<file path="src/rtl/arb_req_buffer_pkg.sv">
// Shared constants and helpers for the arbiter request buffer.
package arb_req_buffer_pkg;

    localparam int unsigned NumPorts     = 4;
    localparam int unsigned IdxW         = 2;
    localparam int unsigned DefaultDw    = 8;
    localparam int unsigned DefaultDepth = 4;

    // True when more than one bit of the vector is set.
    function automatic logic multi_hot(input logic [NumPorts-1:0] v);
        return (v & (v - NumPorts'(1))) != '0;
    endfunction

endpackage

</file>
<file path="src/rtl/req_fifo.sv">
// Single-clock FIFO with registered occupancy; push and pop are gated internally
// against full/empty so callers may drive them unconditionally.
module req_fifo
    import arb_req_buffer_pkg::*;
#(
    parameter int unsigned DW    = DefaultDw,
    parameter int unsigned DEPTH = DefaultDepth,
    localparam int unsigned AW   = $clog2(DEPTH),
    localparam int unsigned CW   = $clog2(DEPTH + 1)
) (
    input  logic          clk,
    input  logic          rst,
    input  logic          push,
    input  logic          pop,
    input  logic [DW-1:0] wdata,
    output logic [CW-1:0] count,
    output logic [DW-1:0] head,
    output logic          empty
);

    localparam logic [CW-1:0] Full = CW'(DEPTH);

    logic [DW-1:0] mem [DEPTH];
    logic [AW-1:0] wr_ptr_q, wr_ptr_d;
    logic [AW-1:0] rd_ptr_q, rd_ptr_d;
    logic [CW-1:0] count_q, count_d;
    logic          push_ok, pop_ok;

    assign push_ok = push && (count_q != Full);
    assign pop_ok  = pop && (count_q != '0);

    // Pointers wrap naturally because DEPTH is a power of two.
    always_comb begin
        wr_ptr_d = wr_ptr_q;
        rd_ptr_d = rd_ptr_q;
        count_d  = count_q;
        if (push_ok) wr_ptr_d = wr_ptr_q + AW'(1);
        if (pop_ok)  rd_ptr_d = rd_ptr_q + AW'(1);
        unique case ({push_ok, pop_ok})
            2'b10:   count_d = count_q + CW'(1);
            2'b01:   count_d = count_q - CW'(1);
            default: count_d = count_q;
        endcase
    end

    always_ff @(posedge clk or negedge rst) begin
        if (!rst) begin
            wr_ptr_q <= '0;
            rd_ptr_q <= '0;
            count_q  <= '0;
        end else begin
            wr_ptr_q <= wr_ptr_d;
            rd_ptr_q <= rd_ptr_d;
            count_q  <= count_d;
        end
    end

    always_ff @(posedge clk) begin
        if (push_ok) mem[wr_ptr_q] <= wdata;
    end

    assign count = count_q;
    assign head  = mem[rd_ptr_q];
    assign empty = (count_q == '0);

endmodule

</file>
<file path="src/rtl/arb_req_buffer.sv">
// Four per-port request FIFOs feeding a round-robin arbiter; granted heads are
// popped into a single registered output, with sticky flags for illegal grants.
module arb_req_buffer
    import arb_req_buffer_pkg::*;
#(
    parameter int unsigned DW    = DefaultDw,
    parameter int unsigned DEPTH = DefaultDepth
) (
    input  logic                     clk,
    input  logic                     rst,
    input  logic [NumPorts-1:0]      in_valid,
    input  logic [NumPorts*DW-1:0]   in_data,
    output logic [NumPorts-1:0]      in_ready,
    output logic                     req3,
    output logic                     req2,
    output logic                     req1,
    output logic                     req0,
    input  logic                     gnt3,
    input  logic                     gnt2,
    input  logic                     gnt1,
    input  logic                     gnt0,
    output logic                     out_valid,
    output logic [IdxW-1:0]          out_src,
    output logic [DW-1:0]            out_data,
    output logic                     err_multi,
    output logic                     err_spur
);

    localparam int unsigned   CW   = $clog2(DEPTH + 1);
    localparam logic [CW-1:0] Full = CW'(DEPTH);

    logic [NumPorts-1:0] gnt, pop, push, empty;
    logic [CW-1:0]       count [NumPorts];
    logic [DW-1:0]       head  [NumPorts];
    logic                multi, spur_hit;
    logic [IdxW-1:0]     sel_src;
    logic [DW-1:0]       sel_data;

    logic                out_valid_q;
    logic [IdxW-1:0]     out_src_q;
    logic [DW-1:0]       out_data_q;
    logic                err_multi_q, err_spur_q;

    assign gnt      = {gnt3, gnt2, gnt1, gnt0};
    assign multi    = multi_hot(gnt);
    assign spur_hit = |(gnt & empty);

    for (genvar i = 0; i < NumPorts; i++) begin : g_fifo
        // Pops are qualified by registered emptiness, so a push into an empty
        // FIFO alongside its grant is stored, not forwarded.
        assign in_ready[i] = (count[i] < Full);
        assign push[i]     = in_valid[i] && in_ready[i];
        assign pop[i]      = gnt[i] && !multi && !empty[i];

        req_fifo #(
            .DW    (DW),
            .DEPTH (DEPTH)
        ) u_fifo (
            .clk   (clk),
            .rst   (rst),
            .push  (push[i]),
            .pop   (pop[i]),
            .wdata (in_data[i*DW +: DW]),
            .count (count[i]),
            .head  (head[i]),
            .empty (empty[i])
        );
    end

    assign {req3, req2, req1, req0} = ~empty;

    always_comb begin
        sel_src  = '0;
        sel_data = '0;
        for (int i = 0; i < NumPorts; i++) begin
            if (pop[i]) begin
                sel_src  = IdxW'(i);
                sel_data = head[i];
            end
        end
    end

    always_ff @(posedge clk or negedge rst) begin
        if (!rst) begin
            out_valid_q <= 1'b0;
            out_src_q   <= '0;
            out_data_q  <= '0;
            err_multi_q <= 1'b0;
            err_spur_q  <= 1'b0;
        end else begin
            out_valid_q <= |pop;
            if (|pop) begin
                out_src_q  <= sel_src;
                out_data_q <= sel_data;
            end
            if (multi)    err_multi_q <= 1'b1;
            if (spur_hit) err_spur_q  <= 1'b1;
        end
    end

    assign out_valid = out_valid_q;
    assign out_src   = out_src_q;
    assign out_data  = out_data_q;
    assign err_multi = err_multi_q;
    assign err_spur  = err_spur_q;

endmodule

</file>
<file path="config.mk">
export PLATFORM = sky130hd
export DESIGN_NAME = arb_req_buffer
export DESIGN_NICKNAME = d
export VERILOG_FILES = /design/src/rtl/arb_req_buffer_pkg.sv /design/src/rtl/req_fifo.sv /design/src/rtl/arb_req_buffer.sv
export SDC_FILE = /design/constraint.sdc
export NUM_CORES = 1
export LEC_CHECK = 0
export ABC_AREA = 1
export CAP_MARGIN = 20
export CORE_MARGIN = 10
export CORE_UTILIZATION = 23
export CTS_CLUSTER_SIZE = 10
export DETAILED_ROUTE_END_ITERATION = 12
export PLACE_DENSITY = 0.47
export SETUP_SLACK_MARGIN = 0.3
export SLEW_MARGIN = 20
export SYNTH_ARGS = -nofsm -noshare
export SYNTH_HDL_FRONTEND = slang
export SYNTH_SLANG_ARGS = --single-unit
export TNS_END_PERCENT = 5
</file>
<file path="constraint.sdc">
create_clock -name clk -period 3.66 [get_ports clk]
set_input_delay 0.549 -clock clk [delete_from_list [all_inputs] [get_ports clk]]
set_output_delay 0.549 -clock clk [all_outputs]
set_load 0.03 [all_outputs]
</file>
## Yosys cells after proc, flatten, opt, wreduce, memory -nomap -nowiden

Memories as Yosys holds them, arrays and structs flattened.
Index checks and enable logic that the tools add are counted.

- Flip-flop bits (word level): 41
- RAM bits: 128
- Input bits: 42
- Output and inout bits: 21
- Word-level logic and storage cells: 116
- Memories kept: 4

- Add/subtract/negate cells: 17
- $lt $le $gt $ge: 4
- Eq/ne operators: 12
- Multiplexer cells: 19
- Bitwise logic cells: 3
- Reductions and logical operators: 40

Memories:

| memory | depth | bits a word | rd ports | clocked after memory_dff | wr ports | RTL line | text |
|---|---|---|---|---|---|---|---|
| g_fifo[0].u_fifo.mem | 4 | 8 | 1 | 0 | 1 | req_fifo.sv:23 | `logic [DW-1:0] mem [DEPTH];` |
| g_fifo[1].u_fifo.mem | 4 | 8 | 1 | 0 | 1 | req_fifo.sv:23 |  |
| g_fifo[2].u_fifo.mem | 4 | 8 | 1 | 0 | 1 | req_fifo.sv:23 |  |
| g_fifo[3].u_fifo.mem | 4 | 8 | 1 | 0 | 1 | req_fifo.sv:23 |  |

Operators by type and width:

| operator | count |
|---|---|
| 8-bit two-way mux | 4 |
| 3-bit case mux with 2 select lines | 4 |
| 1-bit logical AND | 20 |
| 2-bit by 1-bit adder with 2-bit output (second input constant) | 8 |
| 3-bit by 1-bit adder with 3-bit output (second input constant) | 4 |
| 3-bit logical NOT | 4 |
| 3-bit less-than comparator (second input constant) | 4 |
| 3-bit inequality test (second input constant) | 4 |
| 3-bit nonzero test | 4 |
| 3-bit by 1-bit subtractor with 3-bit output (second input constant) | 4 |
| 1-bit two-way mux | 9 |
| 4-bit AND | 2 |
| 2-bit by 1-bit equality test with 1-bit output (second input constant) | 4 |
| 2-bit equality test (second input constant) | 4 |
| 2-bit nonzero test | 4 |
| 4-bit OR reduction | 2 |
| 1-bit logical NOT | 5 |
| 2-bit two-way mux | 2 |
| 4-bit NOT | 1 |
| 4-bit nonzero test | 1 |
| 4-bit by 1-bit subtractor with 4-bit output (second input constant) | 1 |

## Logic depth before layout (Yosys ltp)

- Word-level depth: 10
- Mapped depth: 12
- Gate-level depth less buffers: 11

## By module

Synthesis repeated with hierarchy kept, for this count alone.

- Cells, all modules: 751
- Area total of the unflattened synthesis: 7925.1 um2

Modules (own cells, without submodules):

| module | instances | cells each | area each (um2) | seq. area each (um2) |
|---|---|---|---|---|
| req_fifo | 4 | 153 | 1732.9 | 1136.1 |
| arb_req_buffer | 1 | 139 | 993.5 | 325.3 |

## Worst setup path before layout

OpenSTA, ideal clock, no wires.

- Kind: input -> register
- Start point: in gnt2
- End point: reg g_fifo[0].u_fifo.count_q[2]
- Setup time: 0.135 ns
- Arrival: 1.924 ns
- Required time: 3.525 ns
- Path slack: 1.601 ns
- Stages on the path: 9
- Path buffers: 1
- Cell sequence: clkinv_1 nand4_1 nor2_2 buf_6 ha_1 fa_1 a21oi_1 o21ai_0 xor2_1

- Longest elaborated chain between the ends: 9
- Elaborated cells on any way between the ends: 11
- Classes of those cells: add/sub (1); eq/ne (2); mux (1); bitwise (1); reduce/logical (6)

Ends and longest elaborated chain:

| element | RTL line | text |
|---|---|---|
| start: declaration | arb_req_buffer.sv:19 | `input logic gnt2,` |
| 4-bit by 1-bit subtractor with 4-bit output | arb_req_buffer_pkg.sv:11 | `return (v & (v - NumPorts'(1))) != '0;` |
| 4-bit AND (*) | arb_req_buffer_pkg.sv:11 |  |
| 4-bit nonzero test (*) | arb_req_buffer_pkg.sv:11 |  |
| 1-bit logical NOT (*) | arb_req_buffer.sv:53 | `assign pop[i] = gnt[i] && !multi && !empty[i];` |
| 1-bit logical AND (*) (2 in series) | arb_req_buffer.sv:53 |  |
| 1-bit logical AND (*) | req_fifo.sv:30 | `assign pop_ok = pop && (count_q != '0);` |
| 2-bit by 1-bit equality test with 1-bit output or 2-bit equality test (tied branches) | req_fifo.sv:39 | `unique case ({push_ok, pop_ok})` |
| 3-bit case mux with 2 select lines or 2-bit nonzero test (tied branches) | n/a |  |
| end signal: assignment | req_fifo.sv:54 | `count_q <= count_d;` |
| end: declaration | req_fifo.sv:26 | `logic [CW-1:0] count_q, count_d;` |

Every way passes the cells marked *; elsewhere a longest branch is shown, timed or not.
A chain may end at the register's enable or synchronous reset.

## Worst setup path after layout

- Start point: reg g_fifo[2].u_fifo.count_q[0]
- End point: out req2

- Longest elaborated chain between the ends: 2

Ends and longest elaborated chain:

| element | RTL line | text |
|---|---|---|
| start: declaration | req_fifo.sv:26 |  |
| start signal: assignment | req_fifo.sv:54 |  |
| 3-bit logical NOT | req_fifo.sv:64 | `assign empty = (count_q == '0);` |
| 4-bit NOT | arb_req_buffer.sv:70 | `assign {req3, req2, req1, req0} = ~empty;` |
| end: declaration | arb_req_buffer.sv:15 | `output logic req2,` |

No other way between the ends.

==> metrics.md <==
| Metric | Value |
|---|---|
| GR Util All Layers | 9.07% |
| First-pass GRT wire length | 28500 um |
| Clock slew at reported path FFs | 70 ps |
| Starting Density | 23.5% |
| Largest family of logic cells by synthesized area | simple AND/OR/NAND/NOR gates |
| Largest net degree at the start of global routing | 25 |
| Post-CTS Setup Bufs | 0 |
| Die width | 203 um |
| Share of cells above drive strength 1 | 6.87% |
| Worst hold slack | 120 ps |
| Vias after detailed routing | 4883 |
| # rows | 66 |
| Final setup fails | 0 |
| CTS Buf Count | 17 |
| PortBufs | 62 |
| Pwr dens | 722 mW/mm2 |
| Fin crit period | 2470 ps |
| Core footprint | 0.0328 mm2 |
| Synth Area in Compound Gates | 0.973% |
| DR pass1 iterations | 6 |
| Antenna Nets Post-Route | 0 |
| Simple-Gate Fraction of Synth Area | 19.5% |
| Number of global-route vias before repair | 4925 |
| Synth Area in XOR/XNOR | 2.27% |
| Crit start category | flop |
| Hold Buf Count CTS | 0 |
| Fmax achieved | 405 MHz |
| Post-DP Area | 0.00874 mm2 |
| Post-CTS Resized | 0 |
| Layout fillers | 3429 |
| GP Congestion | 0.732 |
| Max Slew Vio Count | 0 |
| Hold Path Class | input pin to asynchronous set/reset pin |
| Worst Path Arrival | 1920 ps |
| Fin crit share | 67.4% |
| Post-Layout Inst Area | 0.00932 mm2 |
| Max-cap violations | 0 |
| Die Y | 203 um |
| Global route overflow | 0 |
| WP data required | 3110 ps |
| WL/cell | 14.2 um |
| CP max FO | 2 |
| VDD IR max | 0.347 mV |
| EDFF count, synth | 128 |
| CTS H-Tree Depth | 4 |
| Mux contribution to synthesized area | 0.292% |
| Area Growth Syn to Fin | 20.8% |
| CTS tree | done |
| Final clock skew | 11.4 ps |
| Post-synth cell types | 28 |
| Residual DRC | 0 |
| Adder-cell share of the synthesized area | 4.28% |
| Clk sinks | 169 |
| Layout net count | 883 |
| Top_reg_cell synth | edfxtp_1 |
| Synth area leaders | edfxtp_1 50%, dfrtp_1 13%, nand2_1 10% |
| Most instantiated cells after synthesis | 214 x nand2_1, 136 x inv_1, 128 x edfxtp_1, 83 x nand3_1, 43 x nor2_1 |
| DRT Wirelength | 18100 um |
| CP endpoint kind | output pin |
| Maximum clock insertion buffer count | 2 |
| Yosys warns | 0 |
| Post-synth ARST share | 24.3% |
| Area share of the largest cell type after synthesis | 49.8% |
| Clock root cell | clkbuf_16 |
| Setup_tns | 0 ps |
| Mean Syn Cell Area | 10.3 um2 |
| Pin slew with the least headroom to its limit | 872 ps |
| Multi-input gate area | 0.00210 mm2 |
| Starting DRT DRC Count | 280 |
| Clock latency at the later pin of the worst-skew pair | 430 ps |
| Syn nets | 818 |
| Hold Violations, Final | 0 |
| Tot Pwr | 6730 uW |
| Sequential cell area | 0.00487 mm2 |
| IO Pins | 63 |
| DP HPWL | 12600 um |
| Post-layout util | 28.4% |
| DR vias/cell | 3.84 |
| Cell with the most instances after synthesis | nand2_1 |
| Setup CP Type | flop to output pin |
| Seq cells post-synth | 169 |
| RSZ-0062 raised after global routing | false |
| Die area | 0.0413 mm2 |
| Register area share after synthesis | 63.1% |
| Mapped Area | 0.00771 mm2 |
| P_leak | 0.00398 uW |
| Area leader, netlist | edfxtp_1 |
| Initial antenna violation count | 1 |
| Syn Inst Count | 752 |
| Relative slew slack | 41.7% |
| Status | finished clean |
[worst max-delay path, stage by stage (launching register included)]
cell	delay, ps
dfrtp_1	400
inv_1	110
nand2_1	60
nor2_1	160
inv_1	140
clkdlybuf4s50_1	620
[power by group]
part           leakage (uW)  internal [uW]  switching, uW  total (uW)
combinational       0.00208            724           1360        2090
clock              0.000265           1010            795        1800
sequential          0.00164           2460            379        2840
total               0.00398           4190           2540        6730
[logic make-up after synthesis]
logic type / after synthesis
simple gates: 353
buf+inv: 170
flops: 169
fa+ha+maj: 24
xor+xnor: 20
compound gates: 14
mux: 2
[layout make-up]
cell class | count | area share [%]
Inverter | 149 | 6.03
Sequential cell | 169 | 52.3
Multi-Input combinational cell | 413 | 22.6
Antenna cell | 1 | 0.0269
Timing Repair Buffer | 67 | 7.01
Tap cell | 442 | 5.94
Clock inverter | 14 | 1.56
Clock buffer | 18 | 4.61
[state kept, by name, summed over array words and instances, names as in the netlist]
signal                  flops
out_data                    8
g_fifo.u_fifo.rd_ptr_q      8
err_spur                    1
g_fifo.u_fifo.wr_ptr_q      8
out_src                     2
g_fifo.u_fifo.mem         128
out_valid                   1
err_multi                   1
g_fifo.u_fifo.count        12
[metal layers]
layer / up-vias / share of wire, % / GRT usage (%)
li1: 2494 / - / -
met1: 2290 / 49 / 12.0
met2: 78 / 45 / 13.9
met3: 21 / 4.2 / 2.48
met4: 0 / 1.8 / 3.30
met5: - / 0 / 0
[metrics by stage]
| step | std cells | setup WS, ps |
|---|---|---|
| finish | 1273 | 1190 |
| global route | 1273 | 1070 |
| CTS | 1272 | 1160 |
| detailed placement | 1240 | 848 |
| global placement | 1240 | 856 |
| floorplan | 752 | 1600 |
[final timing paths]
check                                                      start                                       end  slack (ps)  cells after the start
max                        g_fifo[2].u_fifo.count[0]$_DFFE_PN0P_                                      req2        1190                      5
min                                                          rst  g_fifo[2].u_fifo.wr_ptr_q[0]$_DFFE_PN0P_         120                      1
max reg2reg                g_fifo[0].u_fifo.count[0]$_DFFE_PN0P_     g_fifo[0].u_fifo.count[2]$_DFFE_PN0P_        1580                      8
min reg2reg                                 err_spur$_DFFE_PN0P_                      err_spur$_DFFE_PN0P_         470                      2
max in group asynchronous                                    rst                    out_src[1]$_DFFE_PN0P_        2830                      2
min in group clk                            err_spur$_DFFE_PN0P_                      err_spur$_DFFE_PN0P_         470                      2
[cell usage in the layout (no fill, tap or decap), types with 2 or more instances in the layout]
cell / count
nor2_1: 43
clkdlybuf4s50_1: 61
buf_4: 5
inv_6: 4
a21oi_1: 6
o22ai_1: 2
mux2_2: 2
inv_2: 7
fa_1: 4
o21ai_0: 5
xor2_1: 16
clkinv_1: 7
xnor2_1: 4
nor2_2: 5
dfrtp_1: 41
edfxtp_1: 128
nor2_4: 3
ha_1: 20
inv_1: 136
nand2_1: 214
clkbuf_16: 17
bufinv_16: 2
nand3_1: 83
clkinvlp_4: 5
Power figures use the tool's default switching activity.
